## src/rtl/compr_pkg.sv

```systemverilog
`default_nettype none
// ============================================================================
//  Module      : compr_pkg
//  Description : Shared types and helpers for the compressor lead/lag
//                rotation controller (compr_rotator and compr_select).
//                  - state_t      : controller state (IDLE, RUN, BOOST)
//                  - c_max_comp   : largest supported bank size
//                  - next_lead()  : lead pointer advance with wrap
//  Revision    : 1.0 - initial release
// ============================================================================
package compr_pkg;

    localparam int c_max_comp = 8;

    typedef enum logic [1:0] {
        IDLE  = 2'd0,
        RUN   = 2'd1,
        BOOST = 2'd2
    } state_t;

    // Advance the lead index by one, wrapping at the bank size n.
    function automatic int next_lead(input int lead, input int n);
        return (lead + 1 >= n) ? 0 : lead + 1;
    endfunction

endpackage
`default_nettype wire

```

## src/rtl/compr_select.sv

```systemverilog
`default_nettype none
// ============================================================================
//  Module      : compr_select
//  Description : Combinational unit selection for the compressor bank.
//                RUN   : scan from lead with wrap, take the first N_RUN
//                        healthy units; degraded if fewer were found.
//                BOOST : every healthy unit; degraded if any unit faulted.
//                IDLE  : nothing selected, not degraded.
//  Ports       : lead     in  LW      current lead index
//                fault    in  N_COMP  1 = unit unavailable
//                mode     in  state_t state the selection is made for
//                sel      out N_COMP  selected units
//                degraded out 1       fewer units than demanded
//  Revision    : 1.0 - initial release
// ============================================================================
module compr_select
    import compr_pkg::*;
#(
    parameter int N_COMP = 3,
    parameter int N_RUN  = 2,
    parameter int LW     = $clog2(N_COMP)
) (
    input  logic [LW-1:0]     lead,
    input  logic [N_COMP-1:0] fault,
    input  state_t            mode,
    output logic [N_COMP-1:0] sel,
    output logic              degraded
);

    logic [N_COMP-1:0] w_scan_sel;
    logic [N_COMP-1:0] w_bit;
    int                w_scan_cnt;
    int                w_idx;

    // Round-robin scan starting at the lead; a one-hot mask is used so the
    // wrapped index never has to be narrowed to a bit-select width.
    always_comb begin
        w_scan_sel = '0;
        w_scan_cnt = 0;
        w_idx      = 0;
        w_bit      = '0;
        for (int k = 0; k < N_COMP; k++) begin
            w_idx = int'(lead) + k;
            if (w_idx >= N_COMP) begin
                w_idx = w_idx - N_COMP;
            end
            w_bit = {{(N_COMP-1){1'b0}}, 1'b1} << w_idx;
            if (((fault & w_bit) == '0) && (w_scan_cnt < N_RUN)) begin
                w_scan_sel = w_scan_sel | w_bit;
                w_scan_cnt = w_scan_cnt + 1;
            end
        end
    end

    always_comb begin
        sel      = '0;
        degraded = 1'b0;
        case (mode)
            RUN: begin
                sel      = w_scan_sel;
                degraded = (w_scan_cnt < N_RUN);
            end
            BOOST: begin
                sel      = ~fault;
                degraded = |fault;
            end
            default: begin
                sel      = '0;
                degraded = 1'b0;
            end
        endcase
    end

endmodule
`default_nettype wire

```

## src/rtl/compr_rotator.sv

```systemverilog
`default_nettype none
// ============================================================================
//  Module      : compr_rotator
//  Description : Lead/lag rotation controller for a bank of N_COMP
//                compressors on one pressure header. Low pressure starts
//                N_RUN units from a rotating lead, very low pressure runs
//                every healthy unit, high pressure stops all and advances
//                the lead. All outputs are registered (1 clock latency).
//  Ports       : Clk      in  1       system clock
//                Reset    in  1       synchronous active-high reset
//                PA       in  1       pressure-high (stop demand)
//                PB       in  1       pressure-low (start demand)
//                PMB      in  1       pressure-very-low (boost demand)
//                Fault    in  N_COMP  1 = unit unavailable
//                C        out N_COMP  compressor run commands
//                Lead     out LW      current lead index
//                Boost    out 1       in BOOST
//                Degraded out 1       fewer units running than demanded
//                SensErr  out 1       PA and PB asserted together
//  Options     : COMPR_ANTI_SHORT_CYCLE_EN - hold off restarts for MIN_OFF
//                clocks after each stop.
//  Revision    : 1.0 - initial release
// ============================================================================
module compr_rotator
    import compr_pkg::*;
#(
    parameter int N_COMP  = 3,
    parameter int N_RUN   = 2,
    parameter int MIN_OFF = 16,
    parameter int LW      = $clog2(N_COMP)
) (
    input  logic              Clk,
    input  logic              Reset,
    input  logic              PA,
    input  logic              PB,
    input  logic              PMB,
    input  logic [N_COMP-1:0] Fault,
    output logic [N_COMP-1:0] C,
    output logic [LW-1:0]     Lead,
    output logic              Boost,
    output logic              Degraded,
    output logic              SensErr
);

    generate
        if ((N_COMP < 2) || (N_COMP > c_max_comp) || (N_RUN < 1) ||
            (N_RUN > N_COMP) || (MIN_OFF < 1)) begin : g_bad_params
            $error("compr_rotator: parameter out of range");
        end
    endgenerate

    state_t            r_state;
    state_t            w_next_state;
    logic              w_advance;
    logic              w_start_ok;
    logic [N_COMP-1:0] w_sel;
    logic              w_degraded;

`ifdef COMPR_ANTI_SHORT_CYCLE_EN
    localparam int               c_tw        = (MIN_OFF > 1) ? $clog2(MIN_OFF) : 1;
    localparam logic [c_tw-1:0]  c_hold_load = c_tw'(MIN_OFF - 1);
    logic [c_tw-1:0]             r_hold;

    assign w_start_ok = (r_hold == '0);
`else
    assign w_start_ok = 1'b1;
`endif

    // PA has priority over PMB, PMB over PB.
    always_comb begin
        w_next_state = r_state;
        w_advance    = 1'b0;
        case (r_state)
            IDLE: begin
                if (!PA && PB && w_start_ok) begin
                    w_next_state = RUN;
                end
            end
            RUN: begin
                if (PA) begin
                    w_next_state = IDLE;
                    w_advance    = 1'b1;
                end else if (PMB) begin
                    w_next_state = BOOST;
                end
            end
            BOOST: begin
                if (PA) begin
                    w_next_state = IDLE;
                    w_advance    = 1'b1;
                end
            end
            default: begin
                w_next_state = IDLE;
            end
        endcase
    end

    // Selection is evaluated for the state being entered, so C follows the
    // inputs sampled at this edge and lands one clock later.
    compr_select #(
        .N_COMP (N_COMP),
        .N_RUN  (N_RUN),
        .LW     (LW)
    ) u_select (
        .lead     (Lead),
        .fault    (Fault),
        .mode     (w_next_state),
        .sel      (w_sel),
        .degraded (w_degraded)
    );

    always_ff @(posedge Clk) begin
        if (Reset) begin
            r_state  <= IDLE;
            C        <= '0;
            Lead     <= '0;
            Boost    <= 1'b0;
            Degraded <= 1'b0;
            SensErr  <= 1'b0;
`ifdef COMPR_ANTI_SHORT_CYCLE_EN
            r_hold   <= '0;
`endif
        end else begin
            r_state  <= w_next_state;
            C        <= w_sel;
            Boost    <= (w_next_state == BOOST);
            Degraded <= w_degraded;
            SensErr  <= PA & PB;
            if (w_advance) begin
                Lead <= LW'(next_lead(int'(Lead), N_COMP));
            end
`ifdef COMPR_ANTI_SHORT_CYCLE_EN
            if (w_advance) begin
                r_hold <= c_hold_load;
            end else if ((r_state == IDLE) && (r_hold != '0)) begin
                r_hold <= r_hold - 1'b1;
            end
`endif
        end
    end

endmodule
`default_nettype wire

```

## config.mk

```make
export PLATFORM = sky130hd
export DESIGN_NAME = compr_rotator
export DESIGN_NICKNAME = d
export VERILOG_FILES = /design/src/rtl/compr_pkg.sv /design/src/rtl/compr_select.sv /design/src/rtl/compr_rotator.sv
export SDC_FILE = /design/constraint.sdc
export NUM_CORES = 1
export LEC_CHECK = 0
export ABC_AREA = 1
export BUFFER_PORTS_ARGS = -buffer_cell sky130_fd_sc_hd__buf_2
export CAP_MARGIN = 15
export CORE_AREA = 10 10 49 51
export CTS_BUF_LIST = sky130_fd_sc_hd__clkbuf_8 sky130_fd_sc_hd__clkbuf_16
export DETAILED_ROUTE_END_ITERATION = 12
export DIE_AREA = 0 0 59 61
export HOLD_SLACK_MARGIN = 0.15
export PLACE_DENSITY = 0.79
export SLEW_MARGIN = 30
export SYNTH_ARGS = -nofsm -noshare
export SYNTH_HDL_FRONTEND = slang
export SYNTH_SLANG_ARGS = --single-unit
```

## constraint.sdc

```tcl
create_clock -name Clk -period 2.4 [get_ports Clk]
set_input_delay 0.36 -clock Clk [delete_from_list [all_inputs] [get_ports Clk]]
set_output_delay 0.36 -clock Clk [all_outputs]
set_load 0.1 [all_outputs]
```

==> flow_metrics.env, run 1 <==
export IMPL_rrSetupSlack_ns=0.51
export IMPL_drc=0
export IMPL_worstHoldEndpoint="Boost"
export IMPL_grt_pass1_vias=676
export IMPL_htreeDepth=1
export IMPL_hp_start="Reset"
export IMPL_worstSetupPathType="flip-flop to flip-flop"
export IMPL_pin_count=16
export IMPL_post_route_period_util_pct=78.6
export IMPL_root_buffer="clkbuf_8"
export IMPL_initial_utilization_pct=49.1
export IMPL_clk_latency_ns=0.24
export IMPL_drtIter0Drc=27
export IMPL_drt_vias_per_instance=5.17
export IMPL_cp_num_buf_inv=2
export IMPL_crit_fanout=4
export IMPL_syn_nets=125
export IMPL_rows=14
export IMPL_synth_top_area_share_pct=27.7
export IMPL_post_cts_resized=0
export IMPL_setup_viol=0
export IMPL_regArea_um2=203
export IMPL_period_needed_ns=1.89
export IMPL_synthFlopType="dfxtp_1"
export IMPL_hold_path_class="primary input to flip-flop"
export IMPL_final_cells=140
export IMPL_hpwl_mm=1.34
export IMPL_clk_pin_slew_ns=0.05
export IMPL_synth_edff_count=0
export IMPL_tightest_slew_ns=0.490
export IMPL_synth_most_common_cell="nand2_1"
export IMPL_rsz0062_at_grt="no"
export IMPL_status="finished, final reports clean"
export IMPL_finalClockSkew_ns=0.00290
export IMPL_critPathTopFamily="simple AND/OR/NAND/NOR gates"
export IMPL_n_antenna_cell=0
export IMPL_hold_buffers=0
export IMPL_drtPass1Iterations=4
export IMPL_p_leak_nw=0.470
export IMPL_cts_setup_buffers=0
export IMPL_yosys_warnings=0
export IMPL_die_h_um=61
export IMPL_ys_seq_area_share_pct=27.7
export IMPL_grt_start_max_net_pins=7
export IMPL_use_met2_pct=16.8
export IMPL_areaGrowthSynthToFinish_pct=21.1
export IMPL_avgSynthCellArea_um2=6.89
export IMPL_slowest_stage="dfxtp_1"
export IMPL_coreArea_um2=1470
export IMPL_post_place_ws_ns=0.522
export IMPL_synth_common_cells="nand2_1, inv_1, ha_1"
export IMPL_antenna_found_initial=0
export IMPL_port_buffers=15
export IMPL_regToRegStartpoint="r_state[0]"
export IMPL_grt_use_total_pct=9.65
export IMPL_grt_overflow=0
export IMPL_final_nets=145
export IMPL_ys_top_cells_by_area="dfxtp_1, ha_1, nand2_1, inv_1, nand4_1"
export IMPL_power_density_nw_per_um2=614
export IMPL_routed_wl_mm=1.62
export IMPL_grt_pass1_wl_mm=2.75
export IMPL_max_freq_mhz=530
export IMPL_power_mw=0.538
export IMPL_ant_nets=0
export IMPL_dpl_cell_count=136
export IMPL_fin_ws_ns=0.514
export IMPL_required_ns=2.56
export IMPL_reg2regPathDepth=9
export IMPL_cp_start_kind="flip-flop"
export IMPL_use_met3_pct=5.01
export IMPL_synth_seq_cells=10
export IMPL_hold_depth=2
export IMPL_cts_buffers=3
export IMPL_crit_path_max_incr_delay_ns=0.37
export IMPL_grt_met1_usage_pct=9.84
export IMPL_cts_sinks=10
export IMPL_die_area_um2=3600
export IMPL_drive_gt1_share_pct=21.0
export IMPL_die_w_um=59
export IMPL_endpoint_kind="flip-flop"
export IMPL_max_cap_violations=0
export IMPL_final_hold_viol_count=0
export IMPL_yosysTopAreaCell="dfxtp_1"
export IMPL_ir_worst_vdd_v=0.000437
export IMPL_cp_arrival_ns=2.05
export IMPL_fin_setup_tns_ns=0
export IMPL_place_congestion=0.971
export IMPL_nFillCells=142
export IMPL_routedWlPerCell_um=11.6
export IMPL_synth_area_um2=723
export IMPL_reg2reg_to="Degraded"
export IMPL_multi_input_area_um2=440
export IMPL_top_usage_layer="met2"
export IMPL_async_flop_share_pct=0
export IMPL_syn_inst=105
export IMPL_finalMaxSlewViolations=0
export IMPL_synth_cell_type_count=18
export IMPL_cts_tree="yes"
export IMPL_max_slew_margin_pct=67.6
export IMPL_vias=724
export IMPL_cts_buffer_depth=2
export IMPL_worstPathCellList="inv_1, ha_1, o21ai_1, nand2_1, nand3_1, inv_1, ha_1, or2_2, a21oi_1"
## area by class of cell
class | count | area share, %
multi-input combinational | 73 | 50.3
sequential | 10 | 23.1
inverter | 22 | 9.43
timing repair buffer | 15 | 8.57
clock buffer | 4 | 6.29
tap | 16 | 2.29
## worst max-delay path by stage
stage	start	end	slack, ns	cells past startpoint
3_5_place_dp	r_state[0]	C[0]	0.52	9
3_3_place_gp	r_state[0]	Degraded	0.63	9
6_report	r_state[0]	Degraded	0.51	9
2_1_floorplan	Lead[0]	C[1]	0.32	12
4_1_cts	r_state[0]	C[0]	0.51	9
5_1_grt	r_state[0]	C[0]	0.31	9
## sequential cells by signal, indices dropped and copies added, names as in the netlist
signal,flops
Degraded,1
Boost,1
r_state,2
SensErr,1
Lead,2
C,3
## power breakdown
part / switching, mW / internal, mW / total [mW]
logic: 0.109 / 0.0418 / 0.151
clock network: 0.0646 / 0.144 / 0.209
registers: 0.00410 / 0.174 / 0.178
total: 0.178 / 0.360 / 0.538
## layout by cell type, fill, tap and decap left out, types with 2 or more instances in the layout
cell	n
inv_2	2
inv_1	18
dfxtp_2	2
a21oi_1	6
nand2_1	29
dfxtp_1	8
buf_2	15
o21ai_1	2
nand3_1	4
nor2_1	3
nand4_1	6
o21ai_0	5
clkinv_1	2
clkbuf_8	4
ha_1	12
## cell families (layout without fill, tap and decap cells)
logic type / Yosys count / count (layout) / share of synthesized area [%]
AO/OA/AOI/OAI: 15 / 15 / 11.1
adder cells (fa/ha/maj): 12 / 12 / 20.8
flip-flops: 10 / 10 / 27.7
AND/OR/NAND/NOR: 46 / 46 / 29.1
buffers and inverters: 22 / 41 / 11.4
## per-stage QoR
step                instance area, um^2  hold slack [ns]  utilization (%)
floorplan                           726            0.432                -
global placement                    821            0.521             55.8
detailed placement                  821            0.534             55.8
CTS                                 876            0.363             59.5
global route                        876            0.386             59.5
finish                              876            0.362             59.5
## routing by layer
layer | up-vias | share of wire (%)
met5 | - | 0
li1 | 372 | -
met1 | 329 | 43
met2 | 21 | 48
met4 | 0 | 0.74
met3 | 2 | 8.0
## worst register-to-register path, delay by kind of cell, from the launching register on
kind                     cells  cell delay (ns)
AND/OR/NAND/NOR              3             0.51
adder cells (fa/ha/maj)      2             0.47
flip-flops                   1             0.37
AO/OA/AOI/OAI                2             0.30
buffers and inverters        2             0.15
No activity file was read; power rests on OpenSTA's default activity.
==> run 2: changes to the inputs <==
==> constraint.sdc (replaced) <==
create_clock -name Clk -period 1.85 [get_ports Clk]
set_input_delay 0.2775 -clock Clk [delete_from_list [all_inputs] [get_ports Clk]]
set_output_delay 0.2775 -clock Clk [all_outputs]
set_load 0.1 [all_outputs]
==> run 2 against run 1 <==
Effect of this change: flip-flop and latch count unchanged; power rose by 36%; utilization up 4.3 points; sequential share of layout area shrank 0.48 points; critical endpoint is now C[1]; final cell count increased by 0.71%; clock power grew 33%; cell area is 7.1% higher; routed wire length rose by 18%; count of clock-buffer cells in the layout stayed put; hold slack lost 0.084 ns.
==> flow_metrics.env, run 2 (same netlist as run 1, synthesis figures left out) <==
export IMPL_status="finished, final reports clean"
export IMPL_grt_use_total_pct=11.0
export IMPL_coreArea_um2=1470
export IMPL_hold_depth=2
export IMPL_port_buffers=15
export IMPL_htreeDepth=1
export IMPL_n_antenna_cell=0
export IMPL_grt_pass1_wl_mm=3.08
export IMPL_worstHoldEndpoint="r_state[0]"
export IMPL_hp_start="Reset"
export IMPL_clk_latency_ns=0.24
export IMPL_die_area_um2=3600
export IMPL_period_needed_ns=1.78
export IMPL_place_congestion=0.965
export IMPL_post_route_period_util_pct=96.1
export IMPL_cts_sinks=10
export IMPL_top_register="C"
export IMPL_grt_overflow=0
export IMPL_drc=0
export IMPL_hold_path_class="primary input to flip-flop"
export IMPL_root_buffer="clkbuf_8"
export IMPL_initial_utilization_pct=49.1
export IMPL_final_common_cell="nand2_1"
export IMPL_largest_reg_flops=3
export IMPL_die_h_um=61
export IMPL_drtPass1Iterations=4
export IMPL_cts_buffers=3
export IMPL_cp_arrival_ns=1.95
export IMPL_cp_start_kind="flip-flop"
export IMPL_final_hold_viol_count=0
export IMPL_cp_num_buf_inv=1
export IMPL_reg2regPathDepth=8
export IMPL_pin_count=16
export IMPL_endpoint_kind="flip-flop"
export IMPL_ant_nets=0
export IMPL_setup_viol=0
export IMPL_cts_buffer_depth=2
export IMPL_hpwl_mm=1.30
export IMPL_grt_start_max_net_pins=7
export IMPL_holdWs_ns=0.279
export IMPL_largestRegisters="C x3, Lead x2, r_state x2"
export IMPL_max_slew_margin_pct=67.6
export IMPL_final_nets=146
export IMPL_drive_gt1_share_pct=34.4
export IMPL_ir_worst_vdd_v=0.000444
export IMPL_areaGrowthSynthToFinish_pct=29.8
export IMPL_critPathTopFamily="adder cells"
export IMPL_crit_fanout=4
export IMPL_p_leak_nw=0.482
export IMPL_drt_vias_per_instance=5.43
export IMPL_power_density_nw_per_um2=779
export IMPL_finalClockSkew_ns=0.00186
export IMPL_required_ns=2.02
export IMPL_max_freq_mhz=563
export IMPL_tightest_slew_ns=0.489
export IMPL_clk_pin_slew_ns=0.05
export IMPL_routed_wl_mm=1.92
export IMPL_max_cap_violations=0
export IMPL_final_cell_mix="nand2_1, inv_1, buf_2, ha_1"
export IMPL_rows=14
export IMPL_vias=766
export IMPL_die_w_um=59
export IMPL_regToRegStartpoint="r_state[0]"
export IMPL_path_common_cell="o21ai_1"
export IMPL_worstPathCellList="inv_1, ha_2, o21ai_1, o21ai_1, nand2_1, ha_1, or2_4, a21oi_1"
export IMPL_cts_tree="yes"
export IMPL_grt_pass1_vias=739
export IMPL_fin_area_um2=938
export IMPL_worstSetupPathType="flip-flop to flip-flop"
export IMPL_slowest_stage="dfxtp_4"
export IMPL_drtIter0Drc=23
export IMPL_finalMaxSlewViolations=0
export IMPL_antenna_found_initial=0
export IMPL_fin_setup_tns_ns=0
export IMPL_placed_area_um2=828
export IMPL_rrSetupSlack_ns=0.07
export IMPL_routedWlPerCell_um=13.6
export IMPL_crit_path_max_incr_delay_ns=0.35
export IMPL_reg2reg_to="C[1]"
==> run 2: worst reg2reg max path: cells and delay by family (launching register included) <==
kind            cells  cell delay, ns
fa+ha+maj           2            0.51
compound gates      3            0.36
simple gates        2            0.40
flops               1            0.35
buf+inv             1            0.10
==> run 2: area by class of cell <==
| class | instances | area (um^2) |
|---|---|---|
| Clock buffer | 4 | 55.1 |
| Fill cell | 128 | 533 |
| Inverter | 22 | 82.6 |
| Multi-Input combinational cell | 73 | 485 |
| Sequential cell | 10 | 213 |
| Tap cell | 16 | 20.0 |
| Timing Repair Buffer | 16 | 82.6 |
==> run 2: through the flow <==
step / instances / utilization, % / total power [mW] / worst slack (ns)
after global placement: 136 / 56.3 / 0.425 / 0.0835
after CTS: 140 / 60.8 / 0.711 / 0.0103
after detailed placement: 136 / 56.3 / 0.430 / -0.0436
after floorplan: 105 / - / 0.387 / 0.0396
final: 141 / 63.8 / 0.731 / 0.0726
after global routing: 141 / 63.8 / 0.767 / -0.0273
==> run 2: how the worst max path moves through the flow <==
stage,startpoint,endpoint,slack (ns),cells past startpoint
after detailed placement,r_state[0],Degraded,-0.04,9
after global placement,r_state[0],Degraded,0.08,9
final,r_state[0],C[1],0.07,8
after floorplan,Lead[0],C[1],0.04,12
after CTS,r_state[0],Degraded,0.01,8
after global routing,Lead[0],C[0],-0.03,12
==> run 2: repair_timing <==
item / CTS / global route
pin swaps: 0 / 1
hold buffers: 0 / 0
buffers inserted: 0 / 1
gates resized for setup: 4 / 12
endpoints found under the setup margin: 4 / 4
==> run 2: layer usage <==
layer / vias up / track usage (%) / routed length (um)
met5: - / 0 / 0
met4: 0 / 5.90 / 92
met3: 13 / 4.59 / 188
met2: 45 / 20.0 / 908
met1: 334 / 10.2 / 727
li1: 374 / - / -
==> run 2: power by group <==
group	switching, mW	internal (mW)
Clock	0.0918	0.188
Sequential	0.00620	0.224
Combinational	0.157	0.0638
Total	0.255	0.476
